## config.mk

```make
export PLATFORM = sky130hd
export DESIGN_NAME = vga_timing_sched
export DESIGN_NICKNAME = d
export VERILOG_FILES = /design/src/rtl/vga_timing_sched.sv
export SDC_FILE = /design/constraint.sdc
export NUM_CORES = 1
export LEC_CHECK = 0
export ABC_AREA = 1
export CAP_MARGIN = 20
export CORE_UTILIZATION = 63
export CTS_BUF_LIST = sky130_fd_sc_hd__clkbuf_8 sky130_fd_sc_hd__clkbuf_16
export CTS_CLUSTER_SIZE = 30
export DETAILED_ROUTE_END_ITERATION = 10
export GPL_TIMING_DRIVEN = 0
export PLACE_DENSITY = 0.9
export SLEW_MARGIN = 10
export SYNTH_ARGS = -nofsm -noshare
export SYNTH_HDL_FRONTEND = slang
export SYNTH_SLANG_ARGS = --single-unit
export TNS_END_PERCENT = 20
```

## constraint.sdc

```tcl
create_clock -name VGA_CLK -period 2.2 [get_ports VGA_CLK]
set_clock_uncertainty 0.05 [all_clocks]
set_input_delay 0.22 -clock VGA_CLK [delete_from_list [all_inputs] [get_ports VGA_CLK]]
set_output_delay 0.22 -clock VGA_CLK [all_outputs]
set_load 0.03 [all_outputs]
```

## src/rtl/vga_timing_sched.sv

```systemverilog
// rtl/vga_timing_sched.sv - VGA sync/active-pixel timing with frame-aligned display mode scheduling
// Mode changes (request port or auto-rotation) take effect only together with FRAME_START.
module vga_timing_sched #(
    parameter int H_ACT        = 1024,
    parameter int H_FP         = 24,
    parameter int H_SYNC       = 136,
    parameter int H_BP         = 160,
    parameter int V_ACT        = 768,
    parameter int V_FP         = 3,
    parameter int V_SYNC       = 6,
    parameter int V_BP         = 29,
    parameter int FRM_PER_MODE = 60
) (
    input  logic       VGA_CLK,
    input  logic       RST_N,
    input  logic       ENABLE,
    input  logic       AUTO_EN,
    input  logic       MODE_REQ_VALID,
    input  logic [1:0] MODE_REQ,
    output logic       MODE_REQ_READY,
    output logic       HSYNC,
    output logic       VSYNC,
    output logic       VGA_IF_RGBEN,
    output logic       FRAME_START,
    output logic [1:0] MODE
);

    localparam logic [10:0] H_LAST   = 11'(H_ACT + H_FP + H_SYNC + H_BP - 1);
    localparam logic [10:0] V_LAST   = 11'(V_ACT + V_FP + V_SYNC + V_BP - 1);
    localparam logic [10:0] H_ACT_W  = 11'(H_ACT);
    localparam logic [10:0] V_ACT_W  = 11'(V_ACT);
    localparam logic [10:0] HS_BEG   = 11'(H_ACT + H_FP);
    localparam logic [10:0] HS_END   = 11'(H_ACT + H_FP + H_SYNC);
    localparam logic [10:0] VS_BEG   = 11'(V_ACT + V_FP);
    localparam logic [10:0] VS_END   = 11'(V_ACT + V_FP + V_SYNC);
    localparam logic [7:0]  F_LAST   = 8'(FRM_PER_MODE - 1);

    typedef enum logic {
        ST_IDLE,
        ST_PEND
    } state_t;

    state_t      state_q;
    state_t      state_d;
    logic [10:0] h_q;
    logic [10:0] v_q;
    logic        b_q;
    logic [1:0]  pend_q;
    logic [7:0]  f_q;
    logic        h_last;
    logic        v_last;
    logic        apply;
    logic        accept;

    assign h_last = (h_q == H_LAST);
    assign v_last = (v_q == V_LAST);
    // b_q marks the cycle holding (0,0) right after a wrap; acting on it lines MODE up with FRAME_START.
    assign apply  = b_q & ENABLE;

    always_ff @(posedge VGA_CLK or negedge RST_N) begin
        if (!RST_N) begin
            h_q          <= '0;
            v_q          <= '0;
            b_q          <= 1'b0;
            HSYNC        <= 1'b1;
            VSYNC        <= 1'b1;
            VGA_IF_RGBEN <= 1'b0;
            FRAME_START  <= 1'b0;
        end else if (!ENABLE) begin
            h_q          <= '0;
            v_q          <= '0;
            b_q          <= 1'b0;
            HSYNC        <= 1'b1;
            VSYNC        <= 1'b1;
            VGA_IF_RGBEN <= 1'b0;
            FRAME_START  <= 1'b0;
        end else begin
            VGA_IF_RGBEN <= (h_q < H_ACT_W) && (v_q < V_ACT_W);
            HSYNC        <= !((h_q >= HS_BEG) && (h_q < HS_END));
            VSYNC        <= !((v_q >= VS_BEG) && (v_q < VS_END));
            FRAME_START  <= (h_q == 11'd0) && (v_q == 11'd0);
            b_q          <= h_last && v_last;
            h_q          <= h_last ? 11'd0 : h_q + 11'd1;
            if (h_last) begin
                v_q <= v_last ? 11'd0 : v_q + 11'd1;
            end
        end
    end

    always_comb begin
        state_d        = state_q;
        accept         = 1'b0;
        MODE_REQ_READY = (state_q == ST_IDLE);
        case (state_q)
            ST_IDLE: begin
                if (MODE_REQ_VALID) begin
                    accept  = 1'b1;
                    state_d = ST_PEND;
                end
            end
            ST_PEND: begin
                if (apply) begin
                    state_d = ST_IDLE;
                end
            end
        endcase
    end

    always_ff @(posedge VGA_CLK or negedge RST_N) begin
        if (!RST_N) begin
            state_q <= ST_IDLE;
            pend_q  <= 2'd0;
            f_q     <= 8'd0;
            MODE    <= 2'd0;
        end else begin
            state_q <= state_d;
            if (accept) begin
                pend_q <= MODE_REQ;
            end
            // A request that was already pending beats rotation; one accepted on this cycle waits.
            if (apply) begin
                if (state_q == ST_PEND) begin
                    MODE <= pend_q;
                    f_q  <= 8'd0;
                end else if (AUTO_EN) begin
                    if (f_q == F_LAST) begin
                        MODE <= MODE + 2'd1;
                        f_q  <= 8'd0;
                    end else begin
                        f_q <= f_q + 8'd1;
                    end
                end
            end
        end
    end

endmodule

```

==> flow_metrics.py, run 1 <==
metrics = {
    "cells_and_area": {
        "area_growth_pct": 13.50,
        "multi_input_area_um2": 1102,
        "seq_area_um2": 1003,
        "fin_area_um2": 2609,
        "n_antenna_cell": 0,
        "final.fill_count": 255,
        "final_nets": 343,
        "drive_gt1_share_pct": 9.366,
    },
    "route": {
        "viasPerCell": 5.363,
        "drc": 0,
        "ant_nets": 0,
        "vias": 2022,
        "wl_mm": 4.545,
        "dr.pass1.iters": 4,
        "drt_iter0_drc": 126,
        "wl_per_cell_um": 12.06,
    },
    "timing": {
        "timing.setup.tns_ps": 0,
        "max_slew_margin_pct": 69.02,
        "finalCritPeriodShare_pct": 84.59,
        "grt_setup_unrepaired": "false",
        "maxSlewViolCount": 0,
        "fmax_ghz": 0.5374,
        "finalCriticalPeriod_ps": 1861,
        "finalWorstSetupSlack_ps": 339.0,
        "hold_viol": 0,
        "timing.hold.ws_ps": 180.5,
        "finalSetupViolations": 0,
        "tightestPinTransition_ps": 460.4,
    },
    "global_routing": {
        "antenna_found_initial": 0,
        "grt_first_pass_wirelength_mm": 8.342,
        "grt_pass1_vias": 1955,
        "grtUsageTotal_pct": 27.33,
        "grt_max_degree": 28,
        "overflow": 0,
    },
    "setup_path": {
        "crit_arrival_ps": 1590,
        "cp.required_ps": 1930,
        "start_kind": "flop",
        "slowest_delay_ps": 690,
        "endpoint_kind": "output pin",
        "worstSetupPathType": "reg2out",
        "crit_family": "buffers and inverters",
        "r2r_start": "v_q[0]$_DFFE_PN0P_",
        "path_buf_inv": 2,
        "cp_slowest_cell": "clkdlybuf4s50_1",
        "worstPathMaxFanout": 7,
        "r2r_setup_slack_ps": 520,
        "r2r_cells": 8,
        "worstReg2RegEnd": "v_q[10]$_DFFE_PN0P_",
        "worstPathCellList": "inv_1, clkdlybuf4s50_1",
    },
    "worst_hold_path": {
        "hold_end": "v_q[3]$_DFFE_PN0P_",
        "holdCritPathClass": "in2reg",
        "min_from": "ENABLE",
        "min_path_cells": 3,
    },
    "synthesis": {
        "avgSynthCellArea_um2": 7.438,
        "synthArstFlopShare_pct": 100.0,
        "netlist_area_um2": 2298,
        "synth_cells": 309,
        "ys_types": 32,
        "synthTopCellsByCount": "91 x nand2_1, 41 x nor2_1, 39 x inv_1",
        "yosysTopAreaCell": "dfrtp_1",
        "yosys.cell_count.top_type": "nand2_1",
        "synthesis.nets": 322,
        "yosysSeqAreaShare_pct": 43.66,
        "synth_seq_cells": 40,
        "yosysTopAreaCellShare_pct": 41.37,
        "synth_top_flop_cell": "dfrtp_1",
        "synthTopCellsByArea": "dfrtp_1 41%, nand2_1 15%, nor2_1 6.7%",
        "synth_edf_count": 0,
        "yosysWarnings": 0,
    },
    "place": {
        "dp_slack_ps": 593.7,
        "place_congestion": 0.9062,
        "dpl.hpwl_mm": 3.431,
        "portBuffers": 12,
        "dpl_cell_area_um2": 2491,
    },
    "outcome": {
        "status": "finished clean",
    },
    "job": {
        "max_cap_violations": 0,
    },
    "clocking": {
        "clock-sinks": 40,
        "clk_latency_ps": 290,
        "ctsResizeCount": 0,
        "cts_buffer_depth": 2,
        "root_buffer": "clkbuf_8",
        "cts-buffers-inserted": 5,
        "h-tree-depth": 2,
        "cts_tree": "built",
        "clkSlewWorstSetupHoldPaths_ps": 80,
    },
    "floorplanning": {
        "rows": 21,
        "num_io_pins": 14,
        "dieWidth_um": 62.40,
        "die_area_um2": 3894,
        "core_um2": 3416,
        "start_util_pct": 67.29,
        "fp.dieH_um": 62.40,
    },
    "power_and_ir_drop": {
        "leakagePower_uw": 0.001273,
        "ir_worst_vdd_mv": 0.4589,
        "p_per_area_nw_per_um2": 563.9,
    },
}
==> final cells by class <==
class	instances	area share, %
well taps	46	2.206
multi-input cells	223	42.25
plain buffers	4	1.247
flip-flops and latches	40	38.47
clock buffers	5	2.638
repair buffers	14	5.564
inverters	42	6.139
clock inverters	3	1.487
==> worst max-delay path by stage <==
stage,slack (ps),start,end,depth (start not counted)
final,340,state_q$_DFF_PN0_,MODE_REQ_READY,2
after global placement,-110,RST_N,v_q[0]$_DFFE_PN0P_,1
after detailed placement,590,h_q[0]$_DFF_PN0_,v_q[9]$_DFFE_PN0P_,9
after CTS,340,state_q$_DFF_PN0_,MODE_REQ_READY,2
after global routing,260,state_q$_DFF_PN0_,MODE_REQ_READY,2
after floorplan,790,h_q[0]$_DFF_PN0_,v_q[7]$_DFFE_PN0P_,9
==> state kept, by name, indices dropped and copies added, names as in the netlist, 2 cells and up <==
signal and flops:
h_q 11, v_q 11, f_q 8, MODE 2, pend_q 2
==> where the power goes <==
part	switching, µW	leakage [µW]	total [µW]	internal [µW]
Clock	248	0.0000593	580	332
Sequential	15.0	0.000527	773	758
Combinational	67.1	0.000686	118	50.4
Total	330	0.00127	1470	1140
==> kinds of logic after synthesis <==
logic type,count (synthesis),share of synthesized area (%)
and+or+nand+nor,189,36.53
buffers and inverters,46,8.383
DFF,40,43.66
AOI/OAI and AO/OA,21,5.281
adders and majority gates,6,3.266
xor gates and xnor gates,5,1.906
muxes,2,0.9798
==> placed cells by master (no fill, tap or decap), types with 2 or more instances in the layout <==
| cell | count |
|---|---|
| a21oi_1 | 5 |
| buf_2 | 3 |
| buf_6 | 2 |
| clkbuf_8 | 5 |
| clkdlybuf4s50_1 | 11 |
| dfrtp_1 | 38 |
| dfstp_2 | 2 |
| ha_1 | 6 |
| inv_1 | 40 |
| inv_2 | 2 |
| mux2_2 | 2 |
| nand2_1 | 91 |
| nand2_2 | 2 |
| nand2_4 | 2 |
| nand3_1 | 22 |
| nand3_2 | 2 |
| nand3b_1 | 2 |
| nand4_1 | 6 |
| nor2_1 | 41 |
| nor2_2 | 2 |
| nor3_1 | 13 |
| nor3b_1 | 2 |
| nor4_1 | 2 |
| o2111ai_1 | 2 |
| o21ai_0 | 9 |
| o21ai_1 | 2 |
| xnor2_1 | 3 |
| xor2_1 | 2 |
==> repair_timing <==
action                                  CTS  global route
buffers inserted                          0             0
hold buffers                              1             0
hold endpoints to repair                 12             0
endpoints found under the setup margin    0             0
==> worst register-to-register path: cells and delay by family, from the launching register on <==
kind | cells | cell delay [ps]
fa+ha+maj | 1 | 270
flops | 1 | 500
simple gates | 6 | 700
buf+inv | 1 | 40
==> metrics by stage <==
stage	util, %	std cells	power, µW
after detailed placement	72.93	368	906.3
after global placement	72.49	367	898.7
after floorplan	-	309	852.5
final	76.37	377	1471
after global routing	76.37	377	1543
after CTS	76.37	377	1491
==> routing by layer <==
metal	part of all wire [%]	vias to the layer above	GRT usage [%]	wire (µm)
met5	0	-	0	0
met1	45	936	36.66	2063
li1	-	1025	-	-
met3	4.9	11	5.109	222
met2	48	50	43.07	2167
met4	2.0	0	12.50	91
Note: power is estimated with default switching activity, not from simulation.
==> run 2, diff against run 1 <==
Settings changed: CORE_UTILIZATION 63 to 53, PLACE_DENSITY 0.9 to 0.81.
Clock period 2.2 ns to 1.5 ns, I/O delays scaled along.
==> flow_metrics.py, run 2 (synthesis results as in run 1) <==
metrics = {
    "setup_path": {
        "slowest_delay_ps": 420,
        "worstPathMaxFanout": 6,
        "cp_slowest_cell": "dfrtp_1",
        "worstSetupPathType": "reg2reg",
        "crit_arrival_ps": 1630,
        "worstPathCellList": "ha_4, nand2_4, nor2_4, nand3_4, nand2_8, inv_8, clkbuf_16, nand2_2, o21ai_1",
        "endpoint_kind": "flop",
        "cp.required_ps": 1640,
        "start_kind": "flop",
    },
    "cells_and_area": {
        "finalCoreUtilization_pct": 68.92,
        "seq_area_um2": 1006,
        "final_nets": 355,
        "n_antenna_cell": 0,
        "mostFrequentLayoutCell": "nand2_1",
        "multi_input_area_um2": 1204,
        "drive_gt1_share_pct": 19.83,
        "top_regs": "h_q (11), v_q (11), f_q (8)",
        "final_cell_mix": "82 x nand2_1, 37 x inv_1, 36 x dfrtp_1, 36 x nor2_1, 21 x nand3_1",
        "area_growth_pct": 22.54,
        "final.fill_count": 321,
    },
    "floorplanning": {
        "core_um2": 4086,
        "die_area_um2": 4604,
        "dieWidth_um": 67.86,
        "num_io_pins": 14,
        "rows": 23,
        "fp.dieH_um": 67.86,
        "start_util_pct": 56.25,
    },
    "global_routing": {
        "grt_busiest_layer": "met2",
        "met2_usage_pct": 37.75,
        "overflow": 0,
        "grt_max_degree": 25,
        "grt_first_pass_wirelength_mm": 7.914,
        "grtUsageMet3_pct": 6.500,
        "grtUsageTotal_pct": 23.49,
        "grt_pass1_vias": 1865,
        "antenna_found_initial": 0,
        "met1_usage_pct": 28.98,
    },
    "power_and_ir_drop": {
        "swShare_pct": 24.53,
        "ir_worst_vdd_mv": 0.4591,
        "p_per_area_nw_per_um2": 740.2,
        "leakagePower_uw": 0.001386,
        "p_int_uw": 1573,
        "power_uw": 2085,
        "power.switching_uw": 511.4,
        "power_frac_seq_pct": 54.5,
        "power_frac_clock_pct": 35.5,
        "pwr-share-comb_pct": 9.9,
    },
    "route": {
        "viasPerCell": 5.300,
        "wl_mm": 4.943,
        "drc": 0,
        "wl_per_cell_um": 12.58,
        "ant_nets": 0,
        "vias": 2083,
        "drt_iter0_drc": 108,
        "dr.pass1.iters": 4,
    },
    "timing": {
        "finalCriticalPeriod_ps": 1492,
        "hold_viol": 0,
        "grt_setup_unrepaired": "true",
        "timing.hold.ws_ps": 115.4,
        "tightestPinTransition_ps": 435.2,
        "maxSlewViolCount": 0,
        "finalWorstSetupSlack_ps": 7.965,
        "max_slew_margin_pct": 70.99,
        "fmax_ghz": 0.6702,
        "finalSetupViolations": 0,
        "finalCritPeriodShare_pct": 99.47,
    },
    "place": {
        "dpl.hpwl_mm": 3.469,
        "dp_slack_ps": -111.7,
        "place_congestion": 0.8690,
        "portBuffers": 12,
    },
    "clocking": {
        "clk_latency_ps": 300,
        "h-tree-depth": 2,
        "clkSlewWorstSetupHoldPaths_ps": 80,
        "root_buffer": "clkbuf_8",
        "cts_buffer_depth": 2,
        "cts-buffers-inserted": 5,
        "cts_tree": "built",
        "clock-sinks": 40,
    },
    "worst_hold_path": {
        "holdCritPathClass": "in2reg",
    },
    "job": {
        "max_cap_violations": 0,
    },
    "outcome": {
        "status": "finished clean",
    },
}
[run 2: cell types whose count changed in the layout (fill, tap and decap cells not counted), sizes merged]
cell / delta
clkbuf: +3
dlymetal6s2s: +1
bufinv: -1
clkinv: +1
clkdlybuf4s50: -7
dlygate4sd2: +5
buf: +10
[run 2: power groups by stage]
stage,clock network [µW],registers (µW),logic (µW)
after detailed placement,0,1160,178
after CTS,766,1140,181
final,740,1140,207
after global placement,0,1150,166
after floorplan,0,1160,91.8
after global routing,801,1140,231
[run 2: metal layers]
metal / vias up / part of all wire, % / wire (µm)
met5: - / 0 / 0
met4: 0 / 1.9 / 94
met3: 9 / 5.2 / 257
met2: 44 / 47 / 2300
met1: 982 / 46 / 2291
li1: 1048 / - / -
[run 2: layout make-up]
type                            instances  area share [%]
Buffer                                  4           1.288
Inverter                               42           5.864
Sequential cell                        40           35.72
Clock buffer                            6           2.932
Tap cell                               50           2.221
Timing Repair Buffer                   25           8.663
Multi-Input combinational cell        223           42.74
Clock inverter                          2          0.3554
Timing Repair inverter                  1          0.2221
[run 2: repair_timing]
item	CTS	global route
cloned	0	2
hold buffers	1	0
buffers inserted	0	10
gates resized for setup	11	31
endpoints found under the setup margin	18	23
endpoints found under the hold margin	15	0
pin swaps	2	6
[run 2: worst paths after layout]
check                                       from  slack [ps]               endpoint  cells after the start
setup / recovery                h_q[0]$_DFF_PN0_           8     v_q[7]$_DFFE_PN0P_                      9
hold / removal                            ENABLE         120     v_q[7]$_DFFE_PN0P_                      3
setup reg to reg                h_q[0]$_DFF_PN0_           8     v_q[7]$_DFFE_PN0P_                      9
hold reg to reg            pend_q[0]$_DFFE_PN0P_         470  pend_q[0]$_DFFE_PN0P_                      1
max in group asynchronous                  RST_N         590        HSYNC$_DFF_PN1_                      3
min in group asynchronous                  RST_N         270     f_q[0]$_DFFE_PN0P_                      2
[run 2: through the flow]
stage               TNS, ps  area [µm²]  std cells
finish                    0        2816        393
global route         -607.8        2816        393
CTS                  -664.0        2615        381
detailed placement   -965.8        2504        372
global placement     -30040        2481        371
floorplan                 0        2298        309
[run 2: worst max-delay path: cells and delay by family (launching register included)]
kind / cells / cell delay [ps]
and+or+nand+nor: 5 / 490
AOI/OAI and AO/OA: 1 / 50
buffers and inverters: 2 / 200
adders and majority gates: 1 / 170
DFF: 1 / 420
